===== src/rtl/pipe_hazard_if.sv =====
// Hazard-controller handshake bundle: ID/EXE/MEM inputs and stage-control outputs.
interface pipe_hazard_if;
  logic [3:0] src1;
  logic [3:0] src2;
  logic       two_src;
  logic       use_src1;
  logic       exe_wb_en;
  logic [3:0] exe_dest;
  logic       exe_mem_r_en;
  logic       mem_wb_en;
  logic [3:0] mem_dest;
  logic       forward_en;
  logic       branch_taken;
  logic       mem_req;
  logic       mem_ready;
  logic       freeze_if;
  logic       flush_if_id;
  logic       flush_id_exe;
  logic       freeze_all;
  logic       mem_err;
  logic [15:0] stall_cnt_unused;

  // Pipeline side driving hazard sources and consuming controls.
  modport master (
    output src1, src2, two_src, use_src1, exe_wb_en, exe_dest, exe_mem_r_en,
           mem_wb_en, mem_dest, forward_en, branch_taken, mem_req, mem_ready,
    input  freeze_if, flush_if_id, flush_id_exe, freeze_all, mem_err
  );

  // Controller side.
  modport slave (
    input  src1, src2, two_src, use_src1, exe_wb_en, exe_dest, exe_mem_r_en,
           mem_wb_en, mem_dest, forward_en, branch_taken, mem_req, mem_ready,
    output freeze_if, flush_if_id, flush_id_exe, freeze_all, mem_err
  );
endinterface


===== src/rtl/pipe_hazard_ctrl.sv =====
// Pipeline hazard controller: freeze/flush/bubble generation, SRAM wait FSM
// with timeout, and a saturating stall-cycle counter.
module pipe_hazard_ctrl #(
  parameter int MEM_TIMEOUT = 16,
  parameter int CNT_W       = 16
) (
  input  logic             clk,
  input  logic             rst_n,
  pipe_hazard_if.slave     hif,
  output logic [CNT_W-1:0] stall_cnt
);

  localparam logic [0:0] RUN      = 1'b0;
  localparam logic [0:0] MEM_WAIT = 1'b1;
  localparam logic [7:0] TMO      = 8'(MEM_TIMEOUT);

  logic [0:0]       state_q, state_d;
  logic [7:0]       wait_cnt_q, wait_cnt_d;
  logic             mem_err_q, mem_err_d;
  logic [CNT_W-1:0] stall_cnt_q, stall_cnt_d;

  logic hz_nofwd, hz_fwd, hz, ms, abort, stall;

  // Hazard terms; the index compare is raw, so r15 is not special.
  always_comb begin
    hz_nofwd = (hif.use_src1 && ((hif.exe_wb_en && hif.src1 == hif.exe_dest) ||
                                 (hif.mem_wb_en && hif.src1 == hif.mem_dest))) ||
               (hif.two_src  && ((hif.exe_wb_en && hif.src2 == hif.exe_dest) ||
                                 (hif.mem_wb_en && hif.src2 == hif.mem_dest)));
    hz_fwd   = hif.exe_mem_r_en && ((hif.use_src1 && hif.src1 == hif.exe_dest) ||
                                    (hif.two_src  && hif.src2 == hif.exe_dest));
    hz       = hif.forward_en ? hz_fwd : hz_nofwd;
    ms       = hif.mem_req && !hif.mem_ready;
    // On timeout the stall is dropped for one cycle so the pipe can move on.
    abort    = (state_q == MEM_WAIT) && ms && (wait_cnt_q == TMO);
    stall    = ms && !abort;
  end

  // Priority-encoded stage controls, forced idle while reset is held.
  always_comb begin
    hif.freeze_if    = 1'b0;
    hif.flush_if_id  = 1'b0;
    hif.flush_id_exe = 1'b0;
    hif.freeze_all   = 1'b0;
    if (rst_n) begin
      if (stall) begin
        hif.freeze_all = 1'b1;
        hif.freeze_if  = 1'b1;
      end else if (hif.branch_taken) begin
        hif.flush_if_id  = 1'b1;
        hif.flush_id_exe = 1'b1;
      end else if (hz) begin
        hif.freeze_if    = 1'b1;
        hif.flush_id_exe = 1'b1;
      end
    end
  end

  // Memory-wait FSM next state, timeout detection and stall counting.
  always_comb begin
    state_d     = state_q;
    wait_cnt_d  = wait_cnt_q;
    mem_err_d   = mem_err_q;
    stall_cnt_d = stall_cnt_q;
    case (state_q)
      RUN: begin
        if (ms) begin
          state_d    = MEM_WAIT;
          wait_cnt_d = 8'd1;
        end
      end
      default: begin
        if (!ms) begin
          state_d    = RUN;
          wait_cnt_d = 8'd0;
        end else if (abort) begin
          state_d    = RUN;
          wait_cnt_d = 8'd0;
          mem_err_d  = 1'b1;
        end else begin
          wait_cnt_d = wait_cnt_q + 8'd1;
        end
      end
    endcase
    if ((hif.freeze_if || hif.freeze_all) && (stall_cnt_q != {CNT_W{1'b1}}))
      stall_cnt_d = stall_cnt_q + 1'b1;
  end

  // State registers; reset drops any pending wait.
  always_ff @(posedge clk or negedge rst_n) begin
    if (!rst_n) begin
      state_q     <= RUN;
      wait_cnt_q  <= 8'd0;
      mem_err_q   <= 1'b0;
      stall_cnt_q <= '0;
    end else begin
      state_q     <= state_d;
      wait_cnt_q  <= wait_cnt_d;
      mem_err_q   <= mem_err_d;
      stall_cnt_q <= stall_cnt_d;
    end
  end

  assign hif.mem_err  = mem_err_q;
  assign stall_cnt    = stall_cnt_q;

endmodule


===== src/flat_wrapper.sv =====
// flat-port wrapper written by rule: the top's interface ports become plain ports
module pipe_hazard_ctrl_flat 
#(
  parameter int MEM_TIMEOUT = 16,
  parameter int CNT_W       = 16
)
  (clk, rst_n, stall_cnt, hif_src1, hif_src2, hif_two_src, hif_use_src1, hif_exe_wb_en, hif_exe_dest, hif_exe_mem_r_en, hif_mem_wb_en, hif_mem_dest, hif_forward_en, hif_branch_taken, hif_mem_req, hif_mem_ready, hif_freeze_if, hif_flush_if_id, hif_flush_id_exe, hif_freeze_all, hif_mem_err);
  pipe_hazard_if hif_i ();
  input  logic clk;
  input  logic rst_n;
  output logic [CNT_W-1:0] stall_cnt;
  input wire logic [$bits(hif_i.src1)-1:0] hif_src1;
  input wire logic [$bits(hif_i.src2)-1:0] hif_src2;
  input wire logic [$bits(hif_i.two_src)-1:0] hif_two_src;
  input wire logic [$bits(hif_i.use_src1)-1:0] hif_use_src1;
  input wire logic [$bits(hif_i.exe_wb_en)-1:0] hif_exe_wb_en;
  input wire logic [$bits(hif_i.exe_dest)-1:0] hif_exe_dest;
  input wire logic [$bits(hif_i.exe_mem_r_en)-1:0] hif_exe_mem_r_en;
  input wire logic [$bits(hif_i.mem_wb_en)-1:0] hif_mem_wb_en;
  input wire logic [$bits(hif_i.mem_dest)-1:0] hif_mem_dest;
  input wire logic [$bits(hif_i.forward_en)-1:0] hif_forward_en;
  input wire logic [$bits(hif_i.branch_taken)-1:0] hif_branch_taken;
  input wire logic [$bits(hif_i.mem_req)-1:0] hif_mem_req;
  input wire logic [$bits(hif_i.mem_ready)-1:0] hif_mem_ready;
  output wire logic [$bits(hif_i.freeze_if)-1:0] hif_freeze_if;
  output wire logic [$bits(hif_i.flush_if_id)-1:0] hif_flush_if_id;
  output wire logic [$bits(hif_i.flush_id_exe)-1:0] hif_flush_id_exe;
  output wire logic [$bits(hif_i.freeze_all)-1:0] hif_freeze_all;
  output wire logic [$bits(hif_i.mem_err)-1:0] hif_mem_err;
  assign hif_i.src1 = hif_src1;
  assign hif_i.src2 = hif_src2;
  assign hif_i.two_src = hif_two_src;
  assign hif_i.use_src1 = hif_use_src1;
  assign hif_i.exe_wb_en = hif_exe_wb_en;
  assign hif_i.exe_dest = hif_exe_dest;
  assign hif_i.exe_mem_r_en = hif_exe_mem_r_en;
  assign hif_i.mem_wb_en = hif_mem_wb_en;
  assign hif_i.mem_dest = hif_mem_dest;
  assign hif_i.forward_en = hif_forward_en;
  assign hif_i.branch_taken = hif_branch_taken;
  assign hif_i.mem_req = hif_mem_req;
  assign hif_i.mem_ready = hif_mem_ready;
  assign hif_freeze_if = hif_i.freeze_if;
  assign hif_flush_if_id = hif_i.flush_if_id;
  assign hif_flush_id_exe = hif_i.flush_id_exe;
  assign hif_freeze_all = hif_i.freeze_all;
  assign hif_mem_err = hif_i.mem_err;
  pipe_hazard_ctrl #(.MEM_TIMEOUT(MEM_TIMEOUT), .CNT_W(CNT_W)) u_core (.clk(clk), .rst_n(rst_n), .hif(hif_i), .stall_cnt(stall_cnt));
endmodule

===== config.mk =====
export PLATFORM = sky130hd
export DESIGN_NAME = pipe_hazard_ctrl_flat
export DESIGN_NICKNAME = d
export VERILOG_FILES = /design/src/rtl/pipe_hazard_if.sv /design/src/rtl/pipe_hazard_ctrl.sv /design/src/flat_wrapper.sv
export SDC_FILE = /design/constraint.sdc
export NUM_CORES = 1
export LEC_CHECK = 0
export CAP_MARGIN = 10
export CORE_ASPECT_RATIO = 1.75
export CORE_MARGIN = 2
export CORE_UTILIZATION = 45
export CTS_CLUSTER_SIZE = 30
export DETAILED_ROUTE_END_ITERATION = 8
export HOLD_SLACK_MARGIN = 0.1
export PLACE_DENSITY = 0.77
export SETUP_SLACK_MARGIN = 0.2
export SLEW_MARGIN = 25
export SYNTH_ARGS = -nofsm -noshare
export SYNTH_HDL_FRONTEND = slang
export SYNTH_SLANG_ARGS = --single-unit

===== constraint.sdc =====
create_clock -name clk -period 2.9 [get_ports clk]
set_input_delay 0.87 -clock clk [delete_from_list [all_inputs] [get_ports clk]]
set_output_delay 0.87 -clock clk [all_outputs]
set_load 0.01 [all_outputs]

# ---- Word level (Yosys, flattened, before mapping)
# Cells that the tools add are included.
dict set report classes {
  addsub 2
  eq_ne 6
  muxes 21
  reduce_logical 23
}
# cell count
set ops {}
lappend ops {{$mux W8} 4}
lappend ops {{$mux W1} 17}
lappend ops {{$add A16 B1 Y16 const B} 1}
lappend ops {{$eq A4 B4 Y1} 4}
lappend ops {{$ne A16 B16 Y1 const B} 1}
lappend ops {{$logic_and A1 B1 Y1} 14}
lappend ops {{$add A8 B1 Y8 const B} 1}
lappend ops {{$eq A8 B5 Y1 const B} 1}
lappend ops {{$logic_or A1 B1 Y1} 5}
lappend ops {{$reduce_and A3 Y1} 1}
lappend ops {{$logic_not A1 Y1} 2}
lappend ops {{$reduce_bool A2 Y1} 1}
dict set report word_totals {
  register_bits 26
  out_inout_bits 21
  word_cells 56
}

# ---- Logic depth before layout (Yosys ltp)
dict set report depth {
  word_depth 12
  mapped_depth 11
  depth_no_buf 10
}

# ---- Least setup slack after synthesis
# No wires, ideal clock.
dict set report synth_timing {
  path_type {input to output}
  startpoint {input hif_exe_dest[3]}
  endpoint {output hif_flush_id_exe}
  t_arrival_ns 1.902
  required_ns 2.030
  setup_slack_ns 0.128
  cell_stages 6
  path_buffers 0
  cell_sequence {xor2_1 nor4_1 a31oi_1 o211ai_1 nor2_1 nor3b_1}
}
dict set report synth_via {
  elab_chain_len 10
}
# item line
set synth_rtl {}
lappend synth_rtl {{start, declared} flat_wrapper.sv:17} ;# input wire logic [$bits(hif_i.exe_dest)-1:0] hif_exe_dest;
lappend synth_rtl {{$eq A4 B4 Y1 (on tied branches)} -}
lappend synth_rtl {{$logic_and A1 B1 Y1 (on tied branches)} {pipe_hazard_ctrl.sv:26, pipe_hazard_ctrl.sv:28}}
lappend synth_rtl {{$logic_or A1 B1 Y1 (on tied branches)} {pipe_hazard_ctrl.sv:26, pipe_hazard_ctrl.sv:28}}
lappend synth_rtl {{$logic_and A1 B1 Y1 (on tied branches)} {pipe_hazard_ctrl.sv:26, pipe_hazard_ctrl.sv:28}}
lappend synth_rtl {{$logic_or A1 B1 Y1} pipe_hazard_ctrl.sv:27} ;# (hif.mem_wb_en && hif.src1 == hif.mem_dest))) ||
lappend synth_rtl {{$mux W1 *} pipe_hazard_ctrl.sv:32} ;# hz = hif.forward_en ? hz_fwd : hz_nofwd;
lappend synth_rtl {{$mux W1 *} pipe_hazard_ctrl.sv:52} ;# end else if (hz) begin
lappend synth_rtl {{$mux W1 *} pipe_hazard_ctrl.sv:49} ;# end else if (hif.branch_taken) begin
lappend synth_rtl {{$mux W1 *} pipe_hazard_ctrl.sv:46} ;# if (stall) begin
lappend synth_rtl {{$mux W1 *} pipe_hazard_ctrl.sv:45} ;# if (rst_n) begin
lappend synth_rtl {{end, declared} flat_wrapper.sv:27} ;# output wire logic [$bits(hif_i.flush_id_exe)-1:0] hif_flush_id_exe;
# Mark *: on every way between the ends. The rest lies on a longest branch, timed or not.

# ---- Final worst setup path
dict set report layout_timing {
  startpoint {input hif_src2[0]}
  endpoint {register u_core.stall_cnt_q[1] (netlist: u_core.stall_cnt[1])}
}
dict set report layout_via {
  elab_chain_len 12
}
# item line
set layout_rtl {}
lappend layout_rtl {{start, declared} flat_wrapper.sv:13} ;# input wire logic [$bits(hif_i.src2)-1:0] hif_src2;
lappend layout_rtl {{$eq A4 B4 Y1 (on tied branches)} {pipe_hazard_ctrl.sv:28, pipe_hazard_ctrl.sv:31, pipe_hazard_ctrl.sv:29}}
lappend layout_rtl {{$logic_and A1 B1 Y1 (on tied branches)} {pipe_hazard_ctrl.sv:28, pipe_hazard_ctrl.sv:29}}
lappend layout_rtl {{$logic_or A1 B1 Y1} pipe_hazard_ctrl.sv:28} ;# (hif.two_src && ((hif.exe_wb_en && hif.src2 == hif.exe_dest) ||
lappend layout_rtl {{$logic_and A1 B1 Y1} pipe_hazard_ctrl.sv:28}
lappend layout_rtl {{$logic_or A1 B1 Y1} pipe_hazard_ctrl.sv:27}
lappend layout_rtl {{$mux W1 *} pipe_hazard_ctrl.sv:32}
lappend layout_rtl {{$mux W1 *} pipe_hazard_ctrl.sv:52}
lappend layout_rtl {{$mux W1 *} pipe_hazard_ctrl.sv:49}
lappend layout_rtl {{$mux W1 *} pipe_hazard_ctrl.sv:46}
lappend layout_rtl {{$mux W1 *} pipe_hazard_ctrl.sv:45}
lappend layout_rtl {{$logic_or A1 B1 Y1 *} pipe_hazard_ctrl.sv:85} ;# if ((hif.freeze_if || hif.freeze_all) && (stall_cnt_q != {CNT_W{1'b1}}))
lappend layout_rtl {{$logic_and A1 B1 Y1 *} pipe_hazard_ctrl.sv:85}
lappend layout_rtl {{end signal, assigned} pipe_hazard_ctrl.sv:100} ;# stall_cnt_q <= stall_cnt_d;
lappend layout_rtl {{end, declared} pipe_hazard_ctrl.sv:20} ;# logic [CNT_W-1:0] stall_cnt_q, stall_cnt_d;
# Marked as above.
# A chain may end at the register's enable or synchronous reset.

==> out/metrics.cfg <==
[status]
status = finished with violations
failed_checks = setup timing

[synth]
synth_area_leaders = dfrtp_1 43%, xnor2_1 12%, xor2_1 7.6%
synth_warnings = 0
yosysTopAreaCell = dfrtp_1
syn_inst = 150
avgSynthCellArea_um2 = 10.0
syn_area_mm2 = 0.00150
synth_top_cell_area_share_pct = 43.4
syn_nets = 180
ys_seq_elements = 26
ys_seq_area_share_pct = 43.4
synth.distinct_cells = 32

[clock_network]
cts_buffers = 3
ctsHoldBuffers = 0
clk_path_buf_depth = 2
cts_root_buf = clkbuf_8
clkSinkCount = 26
h-tree-depth = 1
clk_pin_slew_worst_paths_ns = 0.09
cts_tree = yes
clkLatencyLatePin_ns = 0.27

[route]
drt_iter0_markers = 29
vias = 1528
via_per_inst = 5.68
final_antenna_net_count = 0
dr.pass1.iters = 5
wl_per_cell_um = 17.6
drt-total-wl_mm = 4.73
drc = 0

[floorplanning]
fp.dieW_um = 47.6
num_io_pins = 48
initial_core_util_pct = 47.2
die_y_um = 80.4
dieArea_mm2 = 0.00383
core_mm2 = 0.00318
fp-row-count = 27

[critical_path]
cp-end-kind = register
cpMostUsedCell = buf_6
path_max_fanout = 8
cpMaxStageDelayCell = mux2_4
cp_data_required_time_ns = 3.06
critPathTopFamily = buffers and inverters
crit_chain = buf_2 -> xor2_2 -> nor4_4 -> a31oi_1 -> o211ai_1 -> buf_4 -> buf_6 -> buf_6 -> buf_6 -> buf_6 -> buf_6 -> buf_6 -> buf_6 -> buf_6 -> o21a_4 -> mux2_4
path_class = primary input to register
start_kind = primary input
crit_path_max_incr_delay_ns = 0.30
critPathBufInv = 10
arrival_ns = 3.27

[timing]
slew_viol_final = 0
period_share_pct = 107
slew_headroom_pct = 58.9
rsz0062_at_grt = yes
fin_ws_ns = -0.208
final-hold-violation-count = 0
period_needed_ns = 3.11
worst_pin_slew_ns = 0.614
hold_slack_ns = 0.492
fmax_ghz = 0.322
setup_violations = 18
fin_skew_ns = 0.00255

[power_and_ir_drop]
p_leak_nw = 1.12
power.density_mw_per_mm2 = 395
ir_worst_vdd_mv = 0.332

[placed_design]
globalplace.congestion = 0.881
dp_hpwl_mm = 2.81
numPortBuffers = 47
post-place-ws_ns = -0.827

[finish]
antenna_cells = 0
drive_above_1_share_pct = 39.4
finalNetCount = 258
nFillCells = 230
area_growth_pct = 64.3

[flow_run]
drv_cap = 0

[global_routing]
grt_pass1_wl_mm = 7.15
grt_max_degree = 28
grt_overflow = 0
track_usage_pct = 26.2
antenna_found_initial = 0
first_global_vias = 1604

[hold_path]
hold_class = register to register

what timing repair did:
item	in CTS	in global routing
endpoints found under the setup margin	4	20
endpoints found under the hold margin	0	0
cloned	1	0
buffers inserted	9	5
pin swaps	32	18
resized for setup	146	18
metal layers:
layer  track usage, %  wire length, um  vias up
met1             26.8             1480      743
met4             13.0              226        0
met5                0                0        -
met3             2.70              227       20
met2             48.2             2800       88
li1                 -                -      677
synthesized netlist by cell type:
library cell and count:
nor3b_1 2, a21o_1 1, a21oi_1 1, buf_2 1
dfrtp_1 26, and2_1 1, nor3_1 1, and3_1 5
a32o_1 1, o21a_1 1, nand4_1 8, xor2_1 13
buf_6 1, o211ai_1 1, o21ai_1 1, and4bb_1 1
xnor2_1 20, o31ai_1 1, and4b_4 1, nand2_1 8
ha_1 3, nor2_1 11, inv_1 4, o21ai_0 10
a31oi_1 1, nand3_1 15, nor2b_1 4, nor4_1 2
mux2_2 2, nor2b_4 1, o21a_4 1, a41oi_2 1
layout make-up:
type                    count  area (um^2)  share of cell area, %
well taps                  43         53.8                   2.18
repair buffers             74          666                   27.0
clock buffers               3         41.3                   1.68
flip-flops and latches     26          651                   26.4
multi-input cells         119         1040                   42.1
inverters                   4         15.0                  0.609
power breakdown:
part / internal, W / total (W) / switching [W]
sequential: 0.000394 / 0.000442 / 0.0000483
clock: 0.0000932 / 0.000204 / 0.000111
combinational: 0.000183 / 0.000327 / 0.000144
final timing paths:
check	start	to	slack, ns	depth (start not counted)
setup reg to reg	u_core.wait_cnt_q[0]$_DFFE_PN0P_	u_core.stall_cnt[2]$_DFFE_PN0P_	0.32	13
max in group asynchronous	rst_n	u_core.stall_cnt[11]$_DFFE_PN0P_	1.79	2
hold / removal	u_core.hif.mem_err$_DFFE_PN0P_	u_core.hif.mem_err$_DFFE_PN0P_	0.49	1
setup / recovery	hif_src2[0]	u_core.stall_cnt[1]$_DFFE_PN0P_	-0.21	16
hold reg to reg	u_core.hif.mem_err$_DFFE_PN0P_	u_core.hif.mem_err$_DFFE_PN0P_	0.49	1
min in group asynchronous	rst_n	u_core.wait_cnt_q[5]$_DFFE_PN0P_	0.84	2
logic make-up after synthesis:
group / after synthesis / synth area share [%]
AO/OA/AOI/OAI: 20 / 9.17
XOR/XNOR: 33 / 19.3
multiplexers: 2 / 1.50
flip-flops: 26 / 43.4
adder cells (fa/ha/maj): 3 / 2.50
buffers and inverters: 6 / 2.08
AND/OR/NAND/NOR: 60 / 22.1
sequential cells by signal, summed over array words and instances, names as in the netlist:
name,flops
u_core.stall_cnt,16
u_core.wait_cnt_q,8
u_core.hif.mem_err,1
u_core.state_q,1
placed cells by master, fill, tap and decap left out, types with 9 or more instances in the layout:
cell | netlist | routed
buf_2 | 1 | 14
buf_4 | 0 | 14
buf_6 | 1 | 20
clkdlybuf4s50_1 | 0 | 18
dfrtp_1 | 26 | 26
nand3_1 | 15 | 9
nor2_1 | 11 | 11
o21ai_0 | 10 | 10
xnor2_1 | 20 | 12
xor2_1 | 13 | 9
stage by stage:
step           utilization, %  power (W)  area [um^2]  TNS, ns  std cells
4_1_cts                  73.4   0.000919         2330  -0.0254        264
3_3_place_gp             66.5   0.000679         2110    -2.16        251
2_1_floorplan               -   0.000537         1510        0        150
3_5_place_dp             66.5   0.000692         2110    -2.27        251
5_1_grt                  77.6    0.00101         2460    -3.81        269
6_report                 77.6   0.000973         2460    -2.23        269
worst register-to-register path, stage by stage (launching register included):
cell and delay (ns):
dfrtp_1 0.42, inv_1 0.08, ha_2 0.16, and4bb_1 0.19
and4b_4 0.20, nor2b_4 0.14, buf_4 0.14, buf_4 0.18
o21ai_1 0.09, a41oi_2 0.28, o21a_4 0.25, buf_6 0.13
nand2_4 0.05, xnor2_2 0.14
(Power assumes the default switching activity.)
